File: config.mk
export PLATFORM = sky130hd
export DESIGN_NAME = bit_pattern_scan_ctrl_flat
export DESIGN_NICKNAME = d
export VERILOG_FILES = /design/src/rtl/bit_pattern_scan_ctrl_if.sv /design/src/rtl/bit_pattern_scan_ctrl.sv /design/src/flat_wrapper.sv
export SDC_FILE = /design/constraint.sdc
export NUM_CORES = 1
export LEC_CHECK = 0
export ABC_AREA = 0
export CAP_MARGIN = 20
export CORE_MARGIN = 5
export CORE_UTILIZATION = 45
export DETAILED_ROUTE_END_ITERATION = 12
export GPL_TIMING_DRIVEN = 0
export PLACE_DENSITY = 0.69
export REMOVE_ABC_BUFFERS = 1
export SYNTH_ARGS = -nofsm -noshare
export SYNTH_HDL_FRONTEND = slang
export SYNTH_SLANG_ARGS = --single-unit
File: constraint.sdc
create_clock -name clk -period 2.9 [get_ports clk]
set_input_delay 0.58 -clock clk [delete_from_list [all_inputs] [get_ports clk]]
set_output_delay 0.58 -clock clk [all_outputs]
set_load 0.02 [all_outputs]
File: src/rtl/bit_pattern_scan_ctrl_if.sv
// Handshake bundle between the host command logic and the bit-pattern scan sequencer.
interface bit_pattern_scan_ctrl_if #(
    parameter int unsigned NOB_WIDTH = 2
);
    logic                 start;
    logic                 abort;
    logic [NOB_WIDTH:0]   b_idx;
    logic                 put_global_array;
    logic                 dp_rst;
    logic                 busy;
    logic                 done;
    logic [NOB_WIDTH:0]   blk_cnt;

    modport master (
        output start, abort,
        input  b_idx, put_global_array, dp_rst, busy, done, blk_cnt
    );

    modport slave (
        input  start, abort,
        output b_idx, put_global_array, dp_rst, busy, done, blk_cnt
    );
endinterface

File: src/rtl/bit_pattern_scan_ctrl.sv
// Sequencer for the bit-pattern search datapath: clears the global true-page array,
// walks the block index and issues one registered append strobe per block.
module bit_pattern_scan_ctrl #(
    parameter int unsigned NOB       = 3,
    parameter int unsigned NOB_WIDTH = 2,
    parameter int unsigned PIPE_LAT  = 2
) (
    input  logic                   clk,
    input  logic                   rst,
    bit_pattern_scan_ctrl_if.slave bus
);
    localparam int unsigned IDX_W = NOB_WIDTH + 1;
    localparam int unsigned CNT_W = 3;

    typedef enum logic [2:0] {
        S_IDLE,
        S_CLEAR,
        S_WAIT,
        S_STROBE,
        S_GAP,
        S_DONE
    } state_t;

    state_t             state_q, state_d;
    logic [IDX_W-1:0]   b_idx_q, b_idx_d;
    logic [IDX_W-1:0]   blk_cnt_q, blk_cnt_d;
    logic [CNT_W-1:0]   cnt_q, cnt_d;
    logic               put_q, put_d;
    logic               dp_rst_q, dp_rst_d;
    logic               busy_q, busy_d;
    logic               done_q, done_d;

    // State and registered outputs; every output comes straight from a flop.
    always_ff @(posedge clk or negedge rst) begin
        if (!rst) begin
            state_q   <= S_IDLE;
            b_idx_q   <= '0;
            blk_cnt_q <= '0;
            cnt_q     <= '0;
            put_q     <= 1'b0;
            dp_rst_q  <= 1'b1;
            busy_q    <= 1'b0;
            done_q    <= 1'b0;
        end else begin
            state_q   <= state_d;
            b_idx_q   <= b_idx_d;
            blk_cnt_q <= blk_cnt_d;
            cnt_q     <= cnt_d;
            put_q     <= put_d;
            dp_rst_q  <= dp_rst_d;
            busy_q    <= busy_d;
            done_q    <= done_d;
        end
    end

    // Next state plus next output values, so outputs line up with the state they belong to.
    always_comb begin
        state_d   = state_q;
        b_idx_d   = b_idx_q;
        blk_cnt_d = blk_cnt_q;
        cnt_d     = cnt_q;
        put_d     = 1'b0;
        dp_rst_d  = 1'b1;
        busy_d    = busy_q;
        done_d    = 1'b0;

        case (state_q)
            S_IDLE: begin
                if (bus.start && !bus.abort) begin
                    state_d   = S_CLEAR;
                    busy_d    = 1'b1;
                    b_idx_d   = '0;
                    blk_cnt_d = '0;
                    dp_rst_d  = 1'b0;
                end
            end
            S_CLEAR: begin
                state_d = S_WAIT;
                cnt_d   = '0;
            end
            S_WAIT: begin
                cnt_d = cnt_q + CNT_W'(1);
                if (cnt_q == CNT_W'(PIPE_LAT - 1)) begin
                    state_d = S_STROBE;
                    put_d   = 1'b1;
                end
            end
            S_STROBE: begin
                state_d = S_GAP;
            end
            S_GAP: begin
                blk_cnt_d = blk_cnt_q + IDX_W'(1);
                if (blk_cnt_q == IDX_W'(NOB - 1)) begin
                    state_d = S_DONE;
                    done_d  = 1'b1;
                    busy_d  = 1'b0;
                end else begin
                    state_d = S_WAIT;
                    b_idx_d = b_idx_q + IDX_W'(1);
                    cnt_d   = '0;
                end
            end
            S_DONE: begin
                state_d = S_IDLE;
                b_idx_d = '0;
            end
            default: begin
                state_d = S_IDLE;
            end
        endcase

        // Cancel overrides everything outside IDLE; a done already registered still shows.
        if (bus.abort && (state_q != S_IDLE)) begin
            state_d   = S_IDLE;
            b_idx_d   = '0;
            blk_cnt_d = '0;
            cnt_d     = '0;
            put_d     = 1'b0;
            dp_rst_d  = 1'b1;
            busy_d    = 1'b0;
            done_d    = 1'b0;
        end
    end

    assign bus.b_idx            = b_idx_q;
    assign bus.blk_cnt          = blk_cnt_q;
    assign bus.put_global_array = put_q;
    assign bus.dp_rst           = dp_rst_q;
    assign bus.busy             = busy_q;
    assign bus.done             = done_q;
endmodule

File: src/flat_wrapper.sv
// flat-port wrapper written by rule: the top's interface ports become plain ports
module bit_pattern_scan_ctrl_flat 
#(
    parameter int unsigned NOB       = 3,
    parameter int unsigned NOB_WIDTH = 2,
    parameter int unsigned PIPE_LAT  = 2
)
  (clk, rst, bus_start, bus_abort, bus_b_idx, bus_put_global_array, bus_dp_rst, bus_busy, bus_done, bus_blk_cnt);
  bit_pattern_scan_ctrl_if #(.NOB_WIDTH(NOB_WIDTH)) bus_i ();
  input  logic clk;
  input  logic rst;
  input wire logic [$bits(bus_i.start)-1:0] bus_start;
  input wire logic [$bits(bus_i.abort)-1:0] bus_abort;
  output wire logic [$bits(bus_i.b_idx)-1:0] bus_b_idx;
  output wire logic [$bits(bus_i.put_global_array)-1:0] bus_put_global_array;
  output wire logic [$bits(bus_i.dp_rst)-1:0] bus_dp_rst;
  output wire logic [$bits(bus_i.busy)-1:0] bus_busy;
  output wire logic [$bits(bus_i.done)-1:0] bus_done;
  output wire logic [$bits(bus_i.blk_cnt)-1:0] bus_blk_cnt;
  assign bus_i.start = bus_start;
  assign bus_i.abort = bus_abort;
  assign bus_b_idx = bus_i.b_idx;
  assign bus_put_global_array = bus_i.put_global_array;
  assign bus_dp_rst = bus_i.dp_rst;
  assign bus_busy = bus_i.busy;
  assign bus_done = bus_i.done;
  assign bus_blk_cnt = bus_i.blk_cnt;
  bit_pattern_scan_ctrl #(.NOB(NOB), .NOB_WIDTH(NOB_WIDTH), .PIPE_LAT(PIPE_LAT)) u_core (.clk(clk), .rst(rst), .bus(bus_i));
endmodule
# Word level (Yosys, flattened, before mapping)
# Index checks and enable logic that the tools add are counted.
totals:
  reg_bits: 16
  latch_bits: 0
  ramBits: 0
  romBits: 0
  in_bits: 4
  word_cells: 62
  n_memories: 0
op_classes:
  add_sub_neg: 3
  mul: 0
  div: 0
  order_cmp: 0
  n_eq_ne: 11
  shifts: 0
  mux: 27
  n_bitwise: 0
  reduce_logical: 13
ops:
  columns: ["op", "n"]
  rows:
  - ["2-to-1 mux 3 bit", 10]
  - ["one-hot mux 3 bit (3 select lines)", 2]
  - ["one-hot mux 3 bit (5 select lines)", 1]
  - ["2-to-1 mux 1 bit", 12]
  - ["adder 3 x 1 -> 3 bit, second input constant", 3]
  - ["== test 3 x 2 -> 1 bit, second input constant", 3]
  - ["inequality test 3 x 1 -> 1 bit, second input constant", 3]
  - ["nonzero test 4 bit", 2]
  - ["== test 3 x 1 -> 1 bit, second input constant", 2]
  - ["== test 3 bit, second input constant", 2]
  - ["one-hot mux 3 bit (2 select lines)", 1]
  - ["AND reduction 2 bit", 3]
  - ["AND reduction 3 bit", 2]
  - ["nonzero test 3 bit", 2]
  - ["logical NOT 3 bit", 1]
  - ["inequality test 3 bit, second input constant", 1]
  - ["logical AND 1 bit", 2]
  - ["one-hot mux 1 bit (2 select lines)", 1]
  - ["logical NOT 1 bit", 1]

# Longest topological paths before layout
# Gate-level depths: netlist of the first run.
depth:
  word_depth: 5
  mapped_depth: 6
  depth_no_buf: 6

# Worst setup path before layout of the first run
# No wires, ideal clock.
synth_path:
  path_type: "input to register"
  startpoint: "in bus_abort"
  endpoint: "reg u_core.b_idx_q[0] (netlist: u_core.bus.b_idx[0])"
  setup_ns: 0.125
  t_arrival_ns: 1.626
  path_slack_ns: 1.149
  path_stages: 5
  path_buffers: 1
  cell_sequence: "buf_6 -> or4b_4 -> nand3_2 -> o21ai_2 -> mux2_4"
synth_via:
  elab_chain_cells: 4
synth_rtl:
  columns: ["item", "line", "source"]
  rows:
  - ["start: declaration", "flat_wrapper.sv:13", "input wire logic [$bits(bus_i.abort)-1:0] bus_abort;"]
  - ["logical NOT 1 bit", "bit_pattern_scan_ctrl.sv:69", "if (bus.start && !bus.abort) begin"]
  - ["logical AND 1 bit", "bit_pattern_scan_ctrl.sv:69", null]
  - ["inequality test 3 x 1 -> 1 bit (no source line)", null, null]
  - ["AND reduction 3 bit (no source line)", null, null]
  - ["end signal: assignment", "bit_pattern_scan_ctrl.sv:46", "b_idx_q <= b_idx_d;"]
  - ["end: declaration", "bit_pattern_scan_ctrl.sv:25", "logic [IDX_W-1:0] b_idx_q, b_idx_d;"]
# Parallel ways exist; a longest one is shown, timed or not.
# A chain may end at the register's enable or synchronous reset.

# Final worst setup path of the first run
layout_path:
  startpoint: "in bus_abort"
  endpoint: "reg u_core.state_q[0]"
layout_via:
  elab_chain_cells: 4
layout_rtl:
  columns: ["item", "line", "source"]
  rows:
  - ["logical NOT 1 bit", "bit_pattern_scan_ctrl.sv:69", null]
  - ["logical AND 1 bit", "bit_pattern_scan_ctrl.sv:69", null]
  - ["inequality test 3 x 1 -> 1 bit (no source line)", null, null]
  - ["AND reduction 2 bit (no source line)", null, null]
  - ["end signal: assignment", "bit_pattern_scan_ctrl.sv:45", "state_q <= state_d;"]
  - ["end: declaration", "bit_pattern_scan_ctrl.sv:24", "state_t state_q, state_d;"]
# Parallel ways exist; a longest one is shown, timed or not.

==> impl_metrics.env, run 1 <==
export IMPL_slew_viol_final=0
export IMPL_fillerInstances=193
export IMPL_die_w_um=54.43
export IMPL_final_area_um2=1052
export IMPL_ys_seq_area_frac=0.4521
export IMPL_fmax_mhz=479.8
export IMPL_period_minus_slack_ps=2084
export IMPL_cp_max_fo=11
export IMPL_clk_pin_slew_ps=90
export IMPL_insertion_delay_ps=280
export IMPL_ys_top_cells_by_count="dfrtp_1 (15), inv_1 (7), nand2_1 (7), o21ai_0 (7), nor2_1 (6)"
export IMPL_min_delay_start="u_core.bus.b_idx[2]$_DFFE_PN0P_"
export IMPL_path_delay_family="simple AND/OR/NAND/NOR gates"
export IMPL_grt_pass1_wl_um=2911
export IMPL_synth_area_leaders="dfrtp_1 (42%), ha_1 (7.0%), o21ai_0 (3.9%)"
export IMPL_power_mw=0.6178
export IMPL_setup_viol=0
export IMPL_grt_pass1_vias=658
export IMPL_port_buffers=13
export IMPL_fp_row_count=16
export IMPL_leakage_nw=0.4848
export IMPL_hold_viol=0
export IMPL_cts_resized=0
export IMPL_min_path_type="register to register"
export IMPL_overflow=0
export IMPL_area_delta_synth_final_pct=18.45
export IMPL_ys_ff_latch=16
export IMPL_syn_inst=91
export IMPL_syn_cell_area_um2=888.4
export IMPL_wl_um=1710
export IMPL_core_area_um2=1922
export IMPL_gp_congestion=0.7543
export IMPL_h_tree_depth=1
export IMPL_dpl_hpwl_um=1218
export IMPL_setup_worst_path_start="bus_abort"
export IMPL_firstDrtPassIters=4
export IMPL_via_count=702
export IMPL_ys_warn_count=0
export IMPL_vias_per_cell=5.400
export IMPL_numCtsBuffers=3
export IMPL_p_per_area_nw_per_um2=587.1
export IMPL_synth_edf_count=0
export IMPL_tritoncts="built"
export IMPL_r2r_start="u_core.state_q[2]$_DFFE_PN0P_"
export IMPL_m1WireLength_um=755
export IMPL_nNetsFinal=113
export IMPL_diodes=0
export IMPL_yosys_area_top_type="dfrtp_1"
export IMPL_synthArstFlopShare=1.000
export IMPL_postLayoutCoreUtil=0.5475
export IMPL_drive_gt1_frac=0.09709
export IMPL_critPathRequiredTime_ps=3060
export IMPL_drc=0
export IMPL_dieArea_um2=2963
export IMPL_pin_count=14
export IMPL_synthFlopType="dfrtp_1"
export IMPL_arrival_ps=2240
export IMPL_grt_max_degree=17
export IMPL_yosysMostFrequentCell="dfrtp_1"
export IMPL_cts_setup_buffers=0
export IMPL_start_util=0.4622
export IMPL_post_dp_cell_area_um2=1016
export IMPL_rsz0062_at_grt="false"
export IMPL_top_layer="met4"
export IMPL_cts_max_path_buffers=2
export IMPL_synth_cell_type_count=34
export IMPL_drv_cap=0
export IMPL_status="complete, no violations"
export IMPL_drt_iter0_markers=9
export IMPL_worst_path_buf_inv=1
export IMPL_antenna_found_initial=0
export IMPL_slowest_delay_ps=670
export IMPL_worst_slew_pin_transition_ps=711.6
export IMPL_grt_usage=0.1401
export IMPL_root_buffer="clkbuf_4"
export IMPL_fin_worst_skew_ps=3.791
export IMPL_critPathKind="input pin to register"
export IMPL_avgSynthCellArea_um2=9.762
export IMPL_wl_met2_um=852
export IMPL_cp_slowest_cell="or4b_1"
export IMPL_wl_met3_um=89
export IMPL_path_cells="clkdlybuf4s50_1 -> or4b_1 -> a21oi_1 -> a211o_1 -> nor3_1"
export IMPL_drtAntennaViolNets=0
export IMPL_drt_wirelength_per_cell_um=13.15
export IMPL_crit_path_end_kind="register"
export IMPL_cts_sinks=16
export IMPL_setup_tns_ps=0
export IMPL_period_share=0.7186
export IMPL_holdBufCountCts=0
export IMPL_die_height_um=54.43
export IMPL_relSlewSlack=0.5241
export IMPL_startpoint_type="input pin"
export IMPL_max_vdd_ir_drop_mv=0.3022
export IMPL_synth_top_area_frac=0.4225
[worst register-to-register path, cell delays in order, from the launching register on]
cell	delay [ps]
dfrtp_1	520
or4b_1	670
a21oi_1	200
a211o_1	150
nor3_1	50
[where the power goes]
part	internal [mW]	switching, mW	total, mW
clock network	0.0764	0.0690	0.145
registers	0.254	0.0407	0.295
logic	0.0783	0.0993	0.178
[through the flow]
stage | setup slack (ps) | hold WS [ps] | instances
2_1_floorplan | 1267 | 284.4 | 86
3_3_place_gp | 552.2 | 486.1 | 126
3_5_place_dp | 523.8 | 495.5 | 126
4_1_cts | 847.4 | 518.6 | 130
5_1_grt | 736.7 | 547.1 | 130
6_report | 815.9 | 513.0 | 130
[state kept, by name (all words and copies together) (netlist names)]
register,flops
u_core.bus.b_idx,3
u_core.bus.blk_cnt,3
u_core.cnt_q,3
u_core.state_q,3
u_core.bus.busy,1
u_core.bus.done,1
u_core.bus.dp_rst,1
u_core.bus.put_global_array,1
[cells by family (layout without fill, tap and decap cells)]
logic type / after synthesis / after routing / synth area share
adder cells (fa/ha/maj): 5 / 5 / 0.07042
buffers and inverters: 12 / 24 / 0.07042
multiplexers: 2 / 2 / 0.02816
XOR/XNOR: 1 / 1 / 0.009861
AND/OR/NAND/NOR: 33 / 33 / 0.2155
AO/OA/AOI/OAI: 22 / 22 / 0.1535
flip-flops: 16 / 16 / 0.4521
[per-layer routing]
| layer | track usage | up-vias |
|---|---|---|
| met5 | 0 | - |
| met1 | 0.1709 | 336 |
| li1 | - | 346 |
| met4 | 0.07469 | 0 |
| met2 | 0.2271 | 18 |
| met3 | 0.03270 | 2 |
[final timing paths]
check / endpoint / slack, ps / depth (start not counted)
worst max-delay path: u_core.state_q[0]$_DFFE_PN0P_ / 820 / 5
worst min-delay path: u_core.bus.b_idx[2]$_DFFE_PN0P_ / 510 / 1
worst max register to register: u_core.state_q[0]$_DFFE_PN0P_ / 1180 / 4
worst min register to register: u_core.bus.b_idx[2]$_DFFE_PN0P_ / 510 / 1
max in group asynchronous: u_core.bus.blk_cnt[2]$_DFFE_PN0P_ / 1740 / 1
min in group asynchronous: u_core.bus.put_global_array$_DFF_PN0_ / 720 / 1
[area by class of cell]
cell class / instances / area [um2] / area share
multi-input combinational: 63 / 424.2 / 0.4031
sequential: 16 / 401.6 / 0.3817
timing repair buffer: 13 / 130.1 / 0.1237
clock buffer: 4 / 36.28 / 0.03448
tap: 27 / 33.78 / 0.03210
inverter: 7 / 26.28 / 0.02497
[layout by cell type (no fill, tap or decap), types with 2 or more instances in the layout]
cell type        count
nor2_1               6
a21oi_1              5
inv_1                7
clkbuf_4             3
dfrtp_1             15
a21o_1               2
nand2_1              7
nand2b_1             2
ha_1                 5
or4b_1               3
o21ai_0              7
nand3_1              4
nor3_1               3
nand4_1              2
clkdlybuf4s50_1     13
Note: power is estimated with default switching activity, not from simulation.
==> run 2: changes to the inputs <==
--- a/config.mk
+++ b/config.mk
@@ -11,7 +11,7 @@
 export CORE_UTILIZATION = 45
 export DETAILED_ROUTE_END_ITERATION = 12
 export GPL_TIMING_DRIVEN = 0
-export PLACE_DENSITY = 0.69
+export PLACE_DENSITY = 0.71
 export REMOVE_ABC_BUFFERS = 1
 export SYNTH_ARGS = -nofsm -noshare
 export SYNTH_HDL_FRONTEND = slang
==> constraint.sdc (replaced) <==
create_clock -name clk -period 1.7 [get_ports clk]
set_input_delay 0.34 -clock clk [delete_from_list [all_inputs] [get_ports clk]]
set_output_delay 0.34 -clock clk [all_outputs]
set_load 0.02 [all_outputs]
==> impl_metrics.env, run 2 (synthesis gave the netlist of run 1 again) <==
export IMPL_port_buffers=13
export IMPL_gp_congestion=0.7332
export IMPL_start_util=0.4622
export IMPL_antenna_found_initial=0
export IMPL_drtAntennaViolNets=0
export IMPL_tritoncts="built"
export IMPL_setup_viol=0
export IMPL_rsz0062_at_grt="false"
export IMPL_clk_pin_slew_ps=100
export IMPL_worst_slew_pin_transition_ps=720.5
export IMPL_grtUsageMet1=0.1929
export IMPL_grt_pass1_wl_um=3125
export IMPL_grtUsageMet2=0.2390
export IMPL_drc=0
export IMPL_nNetsFinal=113
export IMPL_die_height_um=54.43
export IMPL_area_delta_synth_final_pct=19.30
export IMPL_critPathRequiredTime_ps=1860
export IMPL_cts_max_path_buffers=2
export IMPL_post_dp_cell_area_um2=1016
export IMPL_power_mw=1.054
export IMPL_critPathKind="register to register"
export IMPL_grt_max_degree=17
export IMPL_final_cell_mix="dfrtp_1 (13), clkdlybuf4s50_1 (8), inv_1 (7), nand2_1 (7), o21ai_0 (7)"
export IMPL_final_cells=130
export IMPL_numCtsBuffers=3
export IMPL_period_share=0.9680
export IMPL_min_path_type="input pin to async pin"
export IMPL_r2r_start="u_core.state_q[0]$_DFFE_PN0P_"
export IMPL_p_per_area_nw_per_um2=994.6
export IMPL_wl_um=1704
export IMPL_insertion_delay_ps=280
export IMPL_dpl_hpwl_um=1316
export IMPL_die_w_um=54.43
export IMPL_dp_cells=126
export IMPL_grt_pass1_vias=721
export IMPL_reg2reg_depth=4
export IMPL_arrival_ps=1810
export IMPL_cp_max_fo=10
export IMPL_use_met3=0.02452
export IMPL_drt_wirelength_per_cell_um=13.11
export IMPL_hold_viol=0
export IMPL_period_minus_slack_ps=1646
export IMPL_drv_cap=0
export IMPL_overflow=0
export IMPL_crit_path_end_kind="register"
export IMPL_setup_worst_path_start="u_core.state_q[0]$_DFFE_PN0P_"
export IMPL_rrSetupSlack_ps=50
export IMPL_leakage_nw=0.5258
export IMPL_fmax_mhz=607.7
export IMPL_pre_cts_ws_ps=-428.4
export IMPL_relSlewSlack=0.5181
export IMPL_fp_row_count=16
export IMPL_final_area_um2=1060
export IMPL_status="complete, no violations"
export IMPL_r2r_end="u_core.bus.b_idx[0]$_DFFE_PN0P_"
export IMPL_via_count=695
export IMPL_postLayoutCoreUtil=0.5514
export IMPL_setup_slack_ps=54.36
export IMPL_fin_worst_skew_ps=12.60
export IMPL_slew_viol_final=0
export IMPL_grt_busiest_layer="met2"
export IMPL_fillerInstances=192
export IMPL_diodes=0
export IMPL_vias_per_cell=5.346
export IMPL_pin_count=14
export IMPL_dieArea_um2=2963
export IMPL_drive_gt1_frac=0.1262
export IMPL_drt_iter0_markers=4
export IMPL_cts_sinks=16
export IMPL_core_area_um2=1922
export IMPL_h_tree_depth=1
export IMPL_root_buffer="clkbuf_4"
export IMPL_final_common_cell="dfrtp_1"
export IMPL_max_vdd_ir_drop_mv=0.4551
export IMPL_startpoint_type="register"
export IMPL_firstDrtPassIters=4
export IMPL_grt_usage=0.1441
-- run 2: layout make-up --
| cell class | instances | area, um2 | area share |
|---|---|---|---|
| well taps | 27 | 33.78 | 0.03188 |
| clock buffers | 4 | 36.28 | 0.03424 |
| flip-flops and latches | 16 | 404.1 | 0.3813 |
| repair buffers | 13 | 131.4 | 0.1240 |
| multi-input cells | 63 | 427.9 | 0.4038 |
| inverters | 7 | 26.28 | 0.02479 |
-- run 2: worst max-delay path, cell delays in order (launching register included) --
cell and delay, ps:
dfrtp_1 510, or4b_4 580, nand3_2 110, o21ai_2 60, mux2_4 250
-- run 2: per-layer routing --
metal | wire (um) | vias to the layer above
li1 | - | 342
met1 | 793 | 339
met2 | 860 | 12
met3 | 40 | 2
met4 | 10 | 0
met5 | 0 | -
-- run 2: worst max path at each step --
stage / slack (ps) / cells past startpoint / to
floorplan: 200 / 4 / u_core.bus.b_idx[0]$_DFFE_PN0P_
global placement: -400 / 5 / u_core.bus.b_idx[0]$_DFFE_PN0P_
detailed placement: -430 / 5 / u_core.state_q[0]$_DFFE_PN0P_
CTS: 2 / 4 / u_core.state_q[0]$_DFFE_PN0P_
global route: 2 / 1 / bus_blk_cnt[1]
finish: 50 / 4 / u_core.bus.b_idx[0]$_DFFE_PN0P_
-- run 2: timing repair --
action                     CTS  global route
buffers inserted             0             0
hold buffers                 0             0
gates resized for setup      3             5
setup endpoints to repair    7             4
-- run 2: metrics by stage --
stage / hold slack (ps) / setup TNS [ps]
4_1_cts: 505.8 / 0
3_3_place_gp: 487.3 / -3309
2_1_floorplan: 44.41 / 0
5_1_grt: 548.9 / 0
6_report: 476.8 / 0
3_5_place_dp: 495.7 / -3501
-- run 2: power by group --
part	total, mW	internal [mW]	switching, mW
Sequential	0.507	0.435	0.0717
Combinational	0.301	0.133	0.168
Clock	0.246	0.130	0.116
Total	1.05	0.698	0.356
